--- config.mk ---
export PLATFORM = sky130hd
export DESIGN_NAME = squat_pose_animator
export DESIGN_NICKNAME = d
export VERILOG_FILES = /design/src/rtl/squat_pose_animator.sv
export SDC_FILE = /design/constraint.sdc
export NUM_CORES = 1
export LEC_CHECK = 0
export ABC_AREA = 1
export BUFFER_PORTS_ARGS = -buffer_cell sky130_fd_sc_hd__buf_2
export CELL_PAD_IN_SITES_DETAIL_PLACEMENT = 0
export CELL_PAD_IN_SITES_GLOBAL_PLACEMENT = 1
export CORE_AREA = 3 3 228 230
export DETAILED_ROUTE_END_ITERATION = 8
export DIE_AREA = 0 0 231 233
export PLACE_DENSITY_LB_ADDON = 0.1
export SYNTH_ARGS = -nofsm -noshare
export SYNTH_HDL_FRONTEND = slang
export SYNTH_SLANG_ARGS = --single-unit
export TNS_END_PERCENT = 10
--- constraint.sdc ---
create_clock -name vgaclk -period 1.91 [get_ports vgaclk]
set_input_delay 0.2865 -clock vgaclk [delete_from_list [all_inputs] [get_ports vgaclk]]
set_output_delay 0.2865 -clock vgaclk [all_outputs]
set_load 0.03 [all_outputs]
--- src/rtl/squat_pose_animator.sv ---
// Stick-figure squat animator: builds the 14-rect pose for the rasteriser and steps it only at the vsync leading edge.
// Latency: depth/phase settle 1 vgaclk after the tick, rects 2; no backpressure.
module squat_pose_animator #(
    parameter int FRAMES_PER_STEP = 2,
    parameter int STEP_PX         = 4,
    parameter int MAX_DEPTH       = 60,
    parameter int HOLD_STEPS      = 8
) (
    input  logic               vgaclk,
    input  logic               reset,
    input  logic               vsync,
    input  logic               enable,
    output logic [13:0][39:0]  rects,
    output logic [9:0]         depth,
    output logic [2:0]         phase,
    output logic [7:0]         rep_count
);

    localparam int FCW = (FRAMES_PER_STEP > 1) ? $clog2(FRAMES_PER_STEP) : 1;
    localparam int HCW = (HOLD_STEPS > 1) ? $clog2(HOLD_STEPS) : 1;
    localparam logic [FCW-1:0] FC_LAST = FCW'(FRAMES_PER_STEP - 1);
    localparam logic [HCW-1:0] HC_LAST = HCW'(HOLD_STEPS - 1);
    localparam logic [9:0]     STEP_D  = 10'(STEP_PX);
    localparam logic [9:0]     MAX_D   = 10'(MAX_DEPTH);

    typedef enum logic [2:0] {
        S_IDLE   = 3'd0,
        S_STAND  = 3'd1,
        S_DOWN   = 3'd2,
        S_BOTTOM = 3'd3,
        S_UP     = 3'd4
    } state_t;

    typedef struct packed {
        logic [9:0] left;
        logic [9:0] right;
        logic [9:0] top;
        logic [9:0] bot;
    } rect_t;

    typedef rect_t [13:0] rect_arr_t;

    function automatic rect_t mk_rect(input logic [9:0] l, input logic [9:0] r,
                                      input logic [9:0] t, input logic [9:0] b);
        rect_t x;
        x.left  = l;
        x.right = r;
        x.top   = t;
        x.bot   = b;
        return x;
    endfunction

    // Upper body drops rigidly by d; legs keep their feet at y=300 and shorten.
    function automatic rect_arr_t pose(input logic [9:0] d);
        rect_arr_t p;
        p    = '0;
        p[0] = mk_rect(10'd300, 10'd340, 10'd100 + d, 10'd140 + d);
        p[1] = mk_rect(10'd310, 10'd330, 10'd140 + d, 10'd220 + d);
        p[2] = mk_rect(10'd270, 10'd310, 10'd150 + d, 10'd170 + d);
        p[3] = mk_rect(10'd330, 10'd370, 10'd150 + d, 10'd170 + d);
        p[4] = mk_rect(10'd310, 10'd320, 10'd220 + d, 10'd300);
        p[5] = mk_rect(10'd320, 10'd330, 10'd220 + d, 10'd300);
        return p;
    endfunction

    logic           r_vsync_q;
    state_t         r_state;
    logic [FCW-1:0] r_fc;
    logic [HCW-1:0] r_hc;
    logic [9:0]     r_d;
    logic [7:0]     r_rep;
    logic           r_abort;
    rect_arr_t      r_rects;

    state_t         w_state_nx;
    logic [FCW-1:0] w_fc_nx;
    logic [HCW-1:0] w_hc_nx;
    logic [9:0]     w_d_nx;
    logic [7:0]     w_rep_nx;
    logic           w_abort_nx;
    logic           w_frame_tick;
    logic           w_step;
    logic [9:0]     w_d_up;
    logic [9:0]     w_d_dn;

    assign w_frame_tick = r_vsync_q & ~vsync;
    assign w_step       = w_frame_tick && (r_fc == FC_LAST) && (r_state != S_IDLE);
    assign w_d_up       = r_d + STEP_D;
    assign w_d_dn       = (r_d > STEP_D) ? (r_d - STEP_D) : 10'd0;

    always_ff @(posedge vgaclk or posedge reset) begin
        if (reset) begin
            r_vsync_q <= 1'b1;
            r_state   <= S_IDLE;
            r_fc      <= '0;
            r_hc      <= '0;
            r_d       <= '0;
            r_rep     <= '0;
            r_abort   <= 1'b0;
            r_rects   <= pose(10'd0);
        end else begin
            r_vsync_q <= vsync;
            r_state   <= w_state_nx;
            r_fc      <= w_fc_nx;
            r_hc      <= w_hc_nx;
            r_d       <= w_d_nx;
            r_rep     <= w_rep_nx;
            r_abort   <= w_abort_nx;
            r_rects   <= pose(r_d);
        end
    end

    always_comb begin
        w_state_nx = r_state;
        w_fc_nx    = r_fc;
        w_hc_nx    = r_hc;
        w_d_nx     = r_d;
        w_rep_nx   = r_rep;
        w_abort_nx = r_abort;

        if (r_state == S_IDLE) begin
            w_fc_nx = '0;
        end else if (w_frame_tick) begin
            w_fc_nx = (r_fc == FC_LAST) ? '0 : r_fc + FCW'(1);
        end

        case (r_state)
            S_IDLE: begin
                if (w_frame_tick && enable) begin
                    w_state_nx = S_STAND;
                    w_hc_nx    = '0;
                    w_d_nx     = '0;
                    w_abort_nx = 1'b0;
                end
            end
            S_STAND: begin
                if (w_step) begin
                    if (!enable) begin
                        w_state_nx = S_IDLE;
                        w_hc_nx    = '0;
                    end else if (r_hc == HC_LAST) begin
                        w_state_nx = S_DOWN;
                        w_hc_nx    = '0;
                    end else begin
                        w_hc_nx = r_hc + HCW'(1);
                    end
                end
            end
            S_DOWN, S_BOTTOM: begin
                if (w_step) begin
                    if (!enable) begin
                        // Abort: this step already counts as the first ascent step.
                        w_d_nx = w_d_dn;
                        if (w_d_dn == 10'd0) begin
                            w_state_nx = S_IDLE;
                            w_abort_nx = 1'b0;
                        end else begin
                            w_state_nx = S_UP;
                            w_abort_nx = 1'b1;
                        end
                    end else if (r_state == S_DOWN) begin
                        if (w_d_up >= MAX_D) begin
                            w_d_nx     = MAX_D;
                            w_state_nx = S_BOTTOM;
                            w_hc_nx    = '0;
                        end else begin
                            w_d_nx = w_d_up;
                        end
                    end else if (r_hc == HC_LAST) begin
                        w_state_nx = S_UP;
                        w_hc_nx    = '0;
                    end else begin
                        w_hc_nx = r_hc + HCW'(1);
                    end
                end
            end
            S_UP: begin
                if (w_step) begin
                    w_d_nx = w_d_dn;
                    if (w_d_dn == 10'd0) begin
                        if (!r_abort && (r_rep != 8'hFF)) begin
                            w_rep_nx = r_rep + 8'd1;
                        end
                        w_abort_nx = 1'b0;
                        w_hc_nx    = '0;
                        w_state_nx = enable ? S_STAND : S_IDLE;
                    end
                end
            end
            default: begin
                w_state_nx = S_IDLE;
            end
        endcase
    end

    assign rects     = r_rects;
    assign depth     = r_d;
    assign phase     = r_state;
    assign rep_count = r_rep;

endmodule

After elaboration in Yosys (flattened, before gate mapping)
Index checks and enable logic that the tools add are counted.
{ "word_totals": {"wordCells": 104, "reg_bits": 77, "out_inout_bits": 581, "in_bits": 4} }
{ "classes": {"n_lt_le_gt_ge": 2, "add_sub_neg": 10, "n_reduce_logical": 17, "bitwise": 2, "muxes": 43, "eq_ne": 18} }
{ "ops": {"columns": ["op", "n"], "rows": [
  ["10-bit two-way mux", 7],
  ["3-bit two-way mux", 22],
  ["8-bit by 10-bit adder with 10-bit output (first input constant)", 4],
  ["10-bit one-hot mux with 3 select lines", 1],
  ["3-bit one-hot mux with 4 select lines", 2],
  ["8-bit AND reduction", 2],
  ["2-bit inequality test (second input constant)", 6],
  ["10-bit by 3-bit adder with 10-bit output (second input constant)", 1],
  ["7-bit by 10-bit adder with 10-bit output (first input constant)", 1],
  ["10-bit by 6-bit greater-or-equal comparator with 1-bit output (second input constant)", 1],
  ["10-bit by 3-bit > comparator with 1-bit output (second input constant)", 1],
  ["10-bit zero test", 1],
  ["1-bit two-way mux", 10],
  ["10-bit by 3-bit subtractor with 10-bit output (second input constant)", 1],
  ["3-bit inequality test (second input constant)", 3],
  ["8-bit by 1-bit adder with 8-bit output (second input constant)", 1],
  ["4-bit inequality test (second input constant)", 2],
  ["8-bit inequality test (second input constant)", 1],
  ["3-bit by 2-bit equality test with 1-bit output (second input constant)", 2],
  ["3-bit equality test (second input constant)", 2],
  ["6-bit AND reduction", 1],
  ["3-bit nonzero test", 2],
  ["5-bit AND reduction", 1],
  ["1-bit logical AND", 4],
  ["other kinds (13)", 13]
]} }

Longest topological paths before layout
Gate-level depths: netlist (run 1).
{ "logic_depth": {"word_depth": 7, "mapped_depth": 16, "depth_no_buf": 15} }

Least setup slack after synthesis (run 1)
OpenSTA, ideal clock, no wires.
{ "synth_timing": {"kind": "reg-to-reg", "start": "register r_d[2], in the netlist depth[2]", "end": "register r_rep[3], in the netlist rep_count[3]", "arrival_time_ns": 2.102, "path_slack_ns": -0.311, "period_less_slack_ns": 2.221, "setup_ns": 0.119, "stages_incl_launch_ff": 17, "n_path_buf": 1, "required_time_ns": 1.791, "path_cell_list": "dfrtp_1 > inv_1 > buf_2 > ha_1 > inv_1 > nor2_1 > nand2_1 > nand2_1 > nand3_1 > nor2_1 > nand2_1 > nand2_2 > nand2_4 > nor2_8 > nand2_1 > nor2_1 > nor2_1"} }
{ "synth_between": {"elab_chain_len": 4, "elab_cells_between_ends": 5, "cone_classes": "add/sub: 1; order compare: 1; mux: 1; reduce/logical: 2"} }
{ "synth_lines": {"columns": ["element", "line", "rtl"], "rows": [
  ["start, declared", "70", "logic [9:0] r_d;"],
  ["start signal, assigned", "106", "r_d <= w_d_nx;"],
  ["10-bit by 3-bit subtractor with 10-bit output or 10-bit by 3-bit > comparator with 1-bit output (tied branches)", "89", "assign w_d_dn = (r_d > STEP_D) ? (r_d - STEP_D) : 10'd0;"],
  ["10-bit two-way mux (*)", "89", null],
  ["10-bit zero test (*)", "180", "if (w_d_dn == 10'd0) begin"],
  ["4-bit AND reduction (no line) (*)", null, null],
  ["end signal, assigned", "107", "r_rep <= w_rep_nx;"],
  ["end, declared", "71", "logic [7:0] r_rep;"]
]} }
Mark *: on every way between the ends. The rest lies on a longest branch, timed or not.
A chain may end at the register's enable or synchronous reset.

Worst setup path in the final report (run 1)
{ "layout_timing": {"start": "register r_d[3], in the netlist depth[3]", "end": "register r_rep[3], in the netlist rep_count[3]"} }
Same word-level chain as after synthesis.

==> results of run 1 <==
[timing repair]
item,4_1_cts,5_1_grt
pin swaps,5,17
resized for setup,25,25
gates cloned,1,0
setup buffers,3,3
setup endpoints to repair,24,24
[per-layer routing]
layer | GRT usage | up-vias
met5 | 0 | -
met4 | 0.0145 | 0
met3 | 0.0158 | 7
met2 | 0.133 | 221
met1 | 0.0742 | 2120
li1 | - | 2273
[critical path, cell delays in order, from the launching register on]
cell and delay [ns]:
dfrtp_2 0.46, buf_6 0.14, nor2_4 0.14, nand2_2 0.06, nand2_2 0.09, nand2_4 0.08, o21ai_4 0.16, nand2_2 0.08
nor2_4 0.17, nand2_8 0.11, nor2_8 0.17, nand2_2 0.07, nor2_2 0.09, nor2_1 0.05
[kinds of logic after synthesis]
family	Yosys count	synth area share
buffers and inverters	577	0.561
and+or+nand+nor	186	0.115
AOI/OAI and AO/OA	69	0.0518
DFF	67	0.228
xor gates and xnor gates	24	0.0282
adders and majority gates	9	0.0151
other	2	0.00101
[power groups by stage]
stage / clock network [mW] / logic [mW] / registers (mW)
after floorplan: 0 / 5.50 / 3.05
after global placement: 0 / 8.09 / 2.30
after detailed placement: 0 / 7.99 / 2.32
after CTS: 2.13 / 8.29 / 2.30
after global routing: 2.19 / 9.08 / 2.37
final: 2.03 / 8.39 / 2.29
[synthesized netlist by cell type (2+ instances only)]
cell	instances	share of area
nand4_1	7	0.0059
nand2_1	98	0.049
nor2_2	4	0.0034
ha_1	9	0.015
inv_1	35	0.018
xor2_1	21	0.025
buf_4	524	0.53
nand2_2	6	0.0050
inv_4	2	0.0017
nand3_2	2	0.0027
o21ai_0	23	0.015
a21oi_1	27	0.018
dfstp_2	16	0.056
o21ai_2	2	0.0024
nor2_1	34	0.017
inv_2	6	0.0030
nand3b_1	5	0.0050
a22oi_1	4	0.0040
xnor2_1	3	0.0035
buf_6	4	0.0061
a21oi_2	2	0.0024
buf_2	5	0.0034
nand3_1	20	0.013
nor3_1	3	0.0020
dfrtp_1	51	0.17
conb_1	2	0.0010
o21ai_1	4	0.0027
a21o_1	2	0.0020
nand2_4	2	0.0030
o22ai_1	2	0.0017
nor2_4	2	0.0030
[final cells by class]
cell class,instances,area share
timing repair buffer,237,0.186
tap,672,0.104
clock buffer,10,0.0283
multi-input combinational,749,0.434
clock inverter,6,0.0139
inverter,44,0.0226
sequential,67,0.211
[sequential cells by signal, summed over array words and instances, names as in the netlist]
register / flops
depth: 10
phase: 3
r_abort: 1
r_fc: 1
r_hc: 3
r_vsync_q: 1
rects: 40
rep_count: 8
[final timing paths]
kind / startpoint / end / slack, ns / cells after the start
min in group asynchronous: reset / rects[210]$_DFF_PP0_ / 0.06 / 3
max in group asynchronous: reset / r_vsync_q$_DFF_PP1_ / 1.51 / 3
hold reg to reg: depth[0]$_DFFE_PP0P_ / rects[210]$_DFF_PP0_ / 0.49 / 1
setup / recovery: depth[3]$_DFFE_PP0P_ / rep_count[3]$_DFFE_PP0P_ / -0.07 / 13
hold / removal: vsync / r_vsync_q$_DFF_PP1_ / 0.04 / 1
setup reg to reg: depth[3]$_DFFE_PP0P_ / rep_count[3]$_DFFE_PP0P_ / -0.07 / 13
[stage by stage]
stage | hold slack [ns] | cell area (um2) | worst slack (ns) | std cells
floorplan | 0.291 | 9220 | -0.0621 | 1392
global placement | 0.407 | 7490 | -0.208 | 1762
detailed placement | 0.409 | 7490 | -0.158 | 1762
CTS | 0.0210 | 7970 | -0.0429 | 1782
global route | 0.0239 | 8080 | -0.219 | 1785
finish | 0.0437 | 8080 | -0.0725 | 1785
==> flow_summary_export.csv, run 1 <==
group,metric,value,unit
die,die_area,53800,um2
timing,setup_viol,4,
synthesis,synthArstFlopShare,1.00,
cts,cts_root_buf,"clkbuf_16",
cts,cts_tree,"built",
synthesis,syn_inst,934,
layout,antenna_cells,0,
drt,wirelength,20600,um
synthesis,yosysSeqAreaShare,0.228,
layout,fillerInstances,5841,
die,num_rows,82,
worst_setup_path,crit_type,"reg -> reg",
die,initial_utilization,0.149,
cts,cts_max_level,3,
timing,finalCritPeriodShare,1.04,
timing,fin_tns_setup,-0.183,ns
die,fp.dieW,231,um
drt,drtAntennaViolNets,0,
placement,port_buffers,124,
layout,multi_input_area,3510,um2
layout,fin_util,0.161,
worst_setup_path,cp-end-kind,"register",
worst_hold_path,hold_class,"in -> reg",
timing,slew_violations,0,
layout,final_cell_mix,"conb_1, buf_2, buf_4",
worst_setup_path,crit_path_max_fanout,5,
drt,drt_iter0_markers,71,
die,coreArea,50100,um2
timing,fin_skew,0.0144,ns
synthesis,yosys_most_used_dff,"dfrtp_1",
pwr,power,12.7,mW
global_routing,gr-usage-all-layers,0.0681,
timing,rsz0062_at_grt,"true",
global_routing,grt_max_degree,68,
timing,period_needed,1.98,ns
placement,gp_congestion,0.657,
pwr,power_switching,6.81,mW
cts,clkTransAtPathRegs,0.07,ns
worst_setup_path,cp.required,2.15,ns
timing,fmax,504,MHz
layout,num-nets-final,1121,
pwr,combinationalPowerShare,0.660,
job,maxCapViolations,0,
global_routing,grt_overflow,0,
pwr,intPower,5.90,mW
global_routing,grt_pass1_vias,4241,
placement,dp_hpwl,17400,um
layout,regArea,1700,um2
synthesis,synth_edf_count,0,
drt,wl_met1,7450,um
pwr,vdd_drop_max,0.000438,V
synthesis,synth_warnings,0,
layout,drive_above_1_share,0.310,
drt,wl_met2,11600,um
synthesis,synth.distinct_cells,38,
drt,routed.top_layer,"met4",
cts,cts_made_buffers,9,
timing,hold_viol,0,
layout,layout_commonest_cell,"conb_1",
die,ioPinCount,585,
drt,wl_per_cell,11.5,um
drt,firstDrtPassIters,4,
cts,ctsHoldBuffers,0,
drt,drc_errors,0,
layout,area_delta_synth_final,8.57,%
drt,drt-vias-per-instance,2.59,
outcome,violations,"setup timing",
synthesis,syn_area_per_cell,7.97,um2
worst_setup_path,start_kind,"register",
drt,wl_met3,1330,um
global_routing,antenna_found_initial,0,
cts,clk_latency,0.35,ns
global_routing,grt_pass1_wl,27300,um
pwr,p_per_area,1570,nW/um2
synthesis,syn_area,7440,um2
pwr,pwr-share-clk,0.160,
pwr,switching_share,0.536,
pwr,leakagePower,4.59,nW
worst_setup_path,cp_data_arrival_time,2.22,ns
timing,layout_setup_ws,-0.0725,ns
cts,cts_sinks,67,
synthesis,synth_seq_cells,67,
outcome,status,"finished with violations",
cts,cts_buffer_depth,2,
die,die_height,233,um
pwr,share_seq_of_total_power,0.180,
drt,vias,4621,
Note: power is estimated with default switching activity, not from simulation.
==> run 2, diff against run 1 <==
SETUP_SLACK_MARGIN = 0.05   (was default)
==> run 2 against run 1 <==
Effect of this change: critical path type unchanged; largest cell class unchanged; first-iteration DRC count increased by 14%; critical endpoint is now phase[2]$_DFFE_PP0P_; clock power down 2%; the flow still finishes with violations (setup timing); flip-flop and latch count is the same; sequential power about the same; cell area rose by 0.68%; via count increased by 1.3%.
==> flow_summary_export.csv, run 2 (synthesis gave the netlist of run 1 again) <==
group,metric,value,unit
layout,antenna_cells,0,
cts,clk_latency,0.35,ns
worst_hold_path,hold_class,"in -> reg",
drt,drc_errors,0,
timing,period_needed,2.06,ns
pwr,share_seq_of_total_power,0.176,
pwr,power_switching,6.80,mW
pwr,intPower,6.04,mW
global_routing,grt_pass1_wl,27500,um
timing,rsz0062_at_grt,"true",
die,num_rows,82,
drt,vias,4682,
timing,slew_violations,0,
global_routing,grt_overflow,0,
pwr,power,12.8,mW
timing,fin_skew,0.00970,ns
timing,finalCritPeriodShare,1.08,
placement,port_buffers,124,
worst_setup_path,worstPathCellList,"buf_6 -> nor2_4 -> nand2_2 -> nand2_2 -> nand2_4 -> o21ai_4 -> nand2_2 -> nor2_4 -> nand2_4 -> buf_4 -> a21oi_4 -> nand3_1 -> nand2_1",
worst_setup_path,cp.required,2.19,ns
layout,drive_above_1_share,0.312,
cts,cts_buffer_depth,2,
timing,hold_viol,0,
drt,drtAntennaViolNets,0,
die,initial_utilization,0.149,
pwr,pwr-share-clk,0.154,
pwr,switching_share,0.529,
worst_setup_path,cp_data_arrival_time,2.34,ns
worst_setup_path,cpMaxStageDelayCell,"dfrtp_2",
worst_setup_path,cp-end-kind,"register",
die,fp.dieW,231,um
outcome,violations,"setup timing",
layout,layout_commonest_cell,"conb_1",
drt,wl_per_cell,11.5,um
die,ioPinCount,585,
pwr,vdd_drop_max,0.000432,V
pwr,p_per_area,1580,nW/um2
pwr,combinationalPowerShare,0.669,
global_routing,grt_max_degree,61,
placement,numPlacedInstances,1761,
job,maxCapViolations,0,
placement,dp_hpwl,17700,um
drt,firstDrtPassIters,4,
worst_setup_path,start_kind,"register",
layout,post_layout_nonfiller_instances,1791,
drt,drt_iter0_markers,81,
worst_setup_path,cp_num_buf_inv,2,
layout,fin_util,0.163,
global_routing,antenna_found_initial,0,
drt,drt-vias-per-instance,2.61,
worst_hold_path,whs_path_depth,1,
worst_setup_path,worst_path_most_repeated_cell,"nand2_2",
global_routing,grt_pass1_vias,4191,
pwr,leakagePower,4.62,nW
timing,fmax,486,MHz
cts,cts_max_level,3,
cts,cts_root_buf,"clkbuf_16",
worst_setup_path,cp.depth,13,
timing,layout_setup_ws,-0.147,ns
die,die_area,53800,um2
worst_setup_path,crit_path_max_fanout,5,
outcome,status,"finished with violations",
layout,num-nets-final,1127,
layout,final_cell_mix,"conb_1, buf_2, buf_4",
cts,cts_tree,"built",
cts,cts_sinks,67,
worst_setup_path,crit_type,"reg -> reg",
die,die_height,233,um
timing,setup_viol,15,
layout,fillerInstances,5833,
die,coreArea,50100,um2
layout,largest_reg_flops,40,
cts,cts_made_buffers,9,
global_routing,gr-usage-all-layers,0.0683,
layout,area_delta_synth_final,9.31,%
cts,clkTransAtPathRegs,0.06,ns
worst_setup_path,worst_path_largest_cell_delay,0.46,ns
worst_setup_path,path_delay_family,"simple AND/OR/NAND/NOR gates",
drt,wirelength,20700,um
worst_setup_path,ff2ff_path_depth,13,
placement,gp_congestion,0.683,
==> run 2: what timing repair did <==
action,in CTS,in global routing
setup buffers,2,10
gates cloned,1,0
setup endpoints to repair,25,24
resized for setup,20,29
hold endpoints to repair,4,0
pin swaps,5,15
hold buffers,1,0
==> run 2: worst register-to-register path: stages, from the launching register on <==
cell and delay (ns):
dfrtp_2 0.46, buf_6 0.14, nor2_4 0.17, nand2_2 0.07
nand2_2 0.08, nand2_4 0.07, o21ai_4 0.16, nand2_2 0.08
nor2_4 0.14, nand2_4 0.12, buf_4 0.16, a21oi_4 0.14
nand3_1 0.12, nand2_1 0.08
==> run 2: cell type report <==
| cell class | instances | area (um2) | share of cell area |
|---|---|---|---|
| timing repair buffer | 243 | 1580 | 0.194 |
| multi-input combinational | 749 | 3500 | 0.430 |
| clock inverter | 6 | 113 | 0.0138 |
| clock buffer | 10 | 229 | 0.0281 |
| sequential | 67 | 1700 | 0.209 |
| inverter | 44 | 180 | 0.0221 |
| tap | 672 | 841 | 0.103 |
==> run 2: power by group through the flow <==
stage               Clock, mW  Sequential (mW)  Combinational [mW]
floorplan                   0             3.05                5.50
global placement            0             2.28                8.19
detailed placement          0             2.32                8.07
CTS                      2.09             2.29                8.31
global route             2.13             2.34                9.28
finish                   1.98             2.27                8.60
==> run 2: through the flow <==
step | instance area [um2] | setup TNS, ns | setup slack (ns) | hold slack (ns)
5_1_grt | 8140 | -3.93 | -0.290 | 0.0325
3_3_place_gp | 7500 | -2.97 | -0.368 | 0.238
6_report | 8140 | -1.09 | -0.147 | 0.0563
2_1_floorplan | 9220 | -0.198 | -0.0621 | 0.291
4_1_cts | 7950 | -0.757 | -0.0985 | 0.0269
3_5_place_dp | 7500 | -2.83 | -0.331 | 0.233
==> run 2: final timing paths <==
check | start | endpoint | slack, ns
max | depth[3]$_DFFE_PP0P_ | phase[2]$_DFFE_PP0P_ | -0.15
min | vsync | r_vsync_q$_DFF_PP1_ | 0.06
max reg2reg | depth[3]$_DFFE_PP0P_ | phase[2]$_DFFE_PP0P_ | -0.15
min reg2reg | r_abort$_DFFE_PP0P_ | r_abort$_DFFE_PP0P_ | 0.49
max in group asynchronous | reset | rects[213]$_DFF_PP1_ | 0.84
min in group asynchronous | reset | rects[210]$_DFF_PP0_ | 0.42
==> run 2: routing by layer <==
layer  part of all wire  track usage  wire length, um
met2               0.56        0.130            11500
met1               0.37       0.0763             7550
met4             0.0084       0.0145              174
met3              0.068       0.0176             1400
met5                  0            0                0
==> run 3, diff against run 2 <==
ABC_AREA = 0   (was 1)
==> run 3 against run 2 <==
Effect of this change: the run still ends with setup timing left; combinational power is 13% lower; via count is 6.1% lower; register-to-register slack worse by 0.24 ns; non-clock buffer count is 15 lower; final cell count is 5.2% lower.
==> flow_summary_export.csv, run 3 <==
group,metric,value,unit
die,initial_utilization,0.147,
die,die_area,53800,um2
drt,wl_met2,11200,um
cts,cts_tree,"built",
worst_setup_path,ff2ff_path_depth,7,
timing,fin_skew,0.0100,ns
timing,rsz0062_at_grt,"true",
drt,drt-vias-per-instance,2.59,
worst_setup_path,cp_data_arrival_time,2.53,ns
global_routing,grt_pass1_vias,4117,
cts,clk_latency,0.34,ns
placement,gp_congestion,0.647,
drt,routed.top_layer,"met4",
layout,layout_commonest_cell,"conb_1",
global_routing,grt_overflow,0,
timing,finalCritPeriodShare,1.20,
drt,drt_iter0_markers,117,
pwr,power_switching,6.06,mW
pwr,power,11.4,mW
outcome,violations,"setup timing",
global_routing,antenna_found_initial,1,
synthesis,synth.most_common_cell,"buf_4",
synthesis,yosysTopAreaCell,"buf_4",
pwr,intPower,5.39,mW
synthesis,muxShareOfSynthArea,0.00613,
synthesis,syn_area,7340,um2
pwr,leakagePower,4.27,nW
pwr,p_per_area,1440,nW/um2
timing,slew_violations,0,
synthesis,synth_warnings,0,
layout,fin_util,0.159,
outcome,status,"finished with violations",
worst_setup_path,cp-end-kind,"register",
timing,setup_viol,21,
worst_setup_path,crit_type,"reg -> reg",
die,die_height,233,um
synthesis,yosys.area_share.simple,0.0744,
worst_hold_path,hold_class,"in -> reg",
worst_setup_path,crit_path_max_fanout,7,
cts,clkTransAtPathRegs,0.06,ns
drt,wirelength,19900,um
drt,wl_per_cell,11.8,um
worst_setup_path,crit_path_start,"depth[2]$_DFFE_PP0P_",
cts,cts_buffer_depth,2,
pwr,vdd_drop_max,0.000470,V
placement,dp_hpwl,16800,um
timing,period_needed,2.30,ns
global_routing,grt_pass1_wl,26800,um
die,fp.dieW,231,um
cts,cts_root_buf,"clkbuf_16",
drt,wl_met1,7100,um
synthesis,synth-adder-area-share,0.0153,
worst_setup_path,cp.required,2.14,ns
placement,numPlacedInstances,1676,
pwr,pwr-share-clk,0.152,
drt,drtAntennaViolNets,0,
die,ioPinCount,585,
drt,drc_errors,0,
drt,vias,4397,
synthesis,synthTopCellsByCount,"buf_4, dfrtp_1, o21ai_0",
pwr,share_seq_of_total_power,0.193,
synthesis,yosys_most_used_dff,"dfrtp_1",
synthesis,synthArstFlopShare,1.00,
cts,cts_made_buffers,9,
die,num_rows,82,
synthesis,syn_inst,866,
layout,final_cell_mix,"conb_1, buf_2, buf_4",
worst_setup_path,reg2reg_slack,-0.39,ns
timing,hold_viol,0,
synthesis,synth_edf_count,0,
layout,num-nets-final,1032,
layout,largest_reg_flops,40,
job,maxCapViolations,0,
synthesis,synth_seq_cells,67,
global_routing,grt_max_degree,38,
worst_setup_path,r2r-start,"depth[2]$_DFFE_PP0P_",
synthesis,yosysSeqAreaShare,0.231,
synthesis,synthTopCellsByArea,"buf_4, dfrtp_1, dfstp_2",
pwr,switching_share,0.529,
layout,post_layout_nonfiller_instances,1697,
synthesis,synth_top_area_share,0.534,
synthesis,synth_top_family_by_area,"buffers and inverters",
layout,area_delta_synth_final,8.14,%
drt,firstDrtPassIters,4,
timing,fmax,435,MHz
placement,port_buffers,124,
synthesis,synth_xor_area_frac,0.0477,
synthesis,syn_area_per_cell,8.48,um2
worst_setup_path,start_kind,"register",
pwr,combinationalPowerShare,0.655,
global_routing,gr-usage-all-layers,0.0657,
drt,wl_met3,1470,um
die,coreArea,50100,um2
layout,fillerInstances,5807,
placement,place_ws,-0.504,ns
synthesis,synth-compound-area-share,0.0733,
cts,cts_sinks,67,
worst_setup_path,r2r-end,"r_hc[0]$_DFFE_PP0P_",
worst_setup_path,crit_end,"r_hc[0]$_DFFE_PP0P_",
synthesis,synth.distinct_cells,54,
layout,drive_above_1_share,0.304,
timing,layout_setup_ws,-0.390,ns
cts,cts_max_level,3,
==> run 3: cell count changes after synthesis, sizes merged, moves of 7 or more <==
cell / delta
a211oi: +7
xnor2: +18
a21oi: -12
nand2b: +10
nor2: -16
nand3: -15
inv: -32
clkbuf: +13
nand2: -84
==> run 3: worst max-delay path: stages (launching register included) <==
cell	delay [ns]
dfrtp_2	0.47
or3_4	0.36
o31a_1	0.32
nor4_4	0.30
a21oi_2	0.13
a211oi_2	0.15
buf_4	0.16
mux2_4	0.29
==> run 3: worst min path at each step <==
stage                from              endpoint  slack, ns  cells after the start
global placement    reset  rects[133]$_DFF_PP0_       0.20                      2
finish              vsync   r_vsync_q$_DFF_PP1_       0.18                      2
floorplan           vsync   r_vsync_q$_DFF_PP1_       0.29                      0
detailed placement  reset  rects[122]$_DFF_PP0_       0.20                      2
global route        vsync   r_vsync_q$_DFF_PP1_       0.18                      2
CTS                 vsync   r_vsync_q$_DFF_PP1_       0.17                      2
==> run 3: area by class of cell <==
| cell class | count | area, um2 | share of cell area |
|---|---|---|---|
| clock buffer | 11 | 243 | 0.0306 |
| antenna | 1 | 2.50 | 0.000315 |
| timing repair buffer | 228 | 1470 | 0.184 |
| tap | 672 | 841 | 0.106 |
| multi-input combinational | 702 | 3590 | 0.453 |
| inverter | 11 | 43.8 | 0.00551 |
| clock inverter | 5 | 52.6 | 0.00662 |
| sequential | 67 | 1700 | 0.214 |
==> run 3: metal layers <==
layer | global-route usage | vias up
met5 | 0 | -
met4 | 0.0151 | 0
met3 | 0.0149 | 11
met2 | 0.127 | 248
met1 | 0.0722 | 2047
li1 | - | 2091
==> run 3: timing repair <==
action | 4_1_cts | 5_1_grt
gates resized for setup | 34 | 20
hold buffers | 1 | 0
hold endpoints to repair | 2 | 0
endpoints found under the setup margin | 27 | 27
pin swaps | 19 | 4
buffers inserted | 1 | 2
gates cloned | 0 | 0
==> run 3: power by group through the flow <==
stage | registers, mW | clock network (mW) | logic (mW)
floorplan | 2.91 | 0 | 4.98
global placement | 2.25 | 0 | 7.31
detailed placement | 2.25 | 0 | 7.23
CTS | 2.24 | 1.83 | 7.51
global route | 2.30 | 1.87 | 8.06
finish | 2.21 | 1.73 | 7.50
==> run 3: logic make-up after synthesis <==
kind of cell / count (synthesis)
AOI/OAI and AO/OA: 83
xor gates and xnor gates: 40
adders and majority gates: 9
buffers and inverters: 555
DFF: 67
muxes: 4
other: 2
and+or+nand+nor: 106
==> run 3: per-stage QoR <==
step / instance area (um2) / hold slack [ns] / TNS, ns
after floorplan: 9150 / 0.291 / -9.71
after global placement: 7380 / 0.200 / -8.46
after detailed placement: 7380 / 0.199 / -8.08
after CTS: 7850 / 0.167 / -5.54
after global routing: 7940 / 0.184 / -7.70
final: 7940 / 0.181 / -5.26
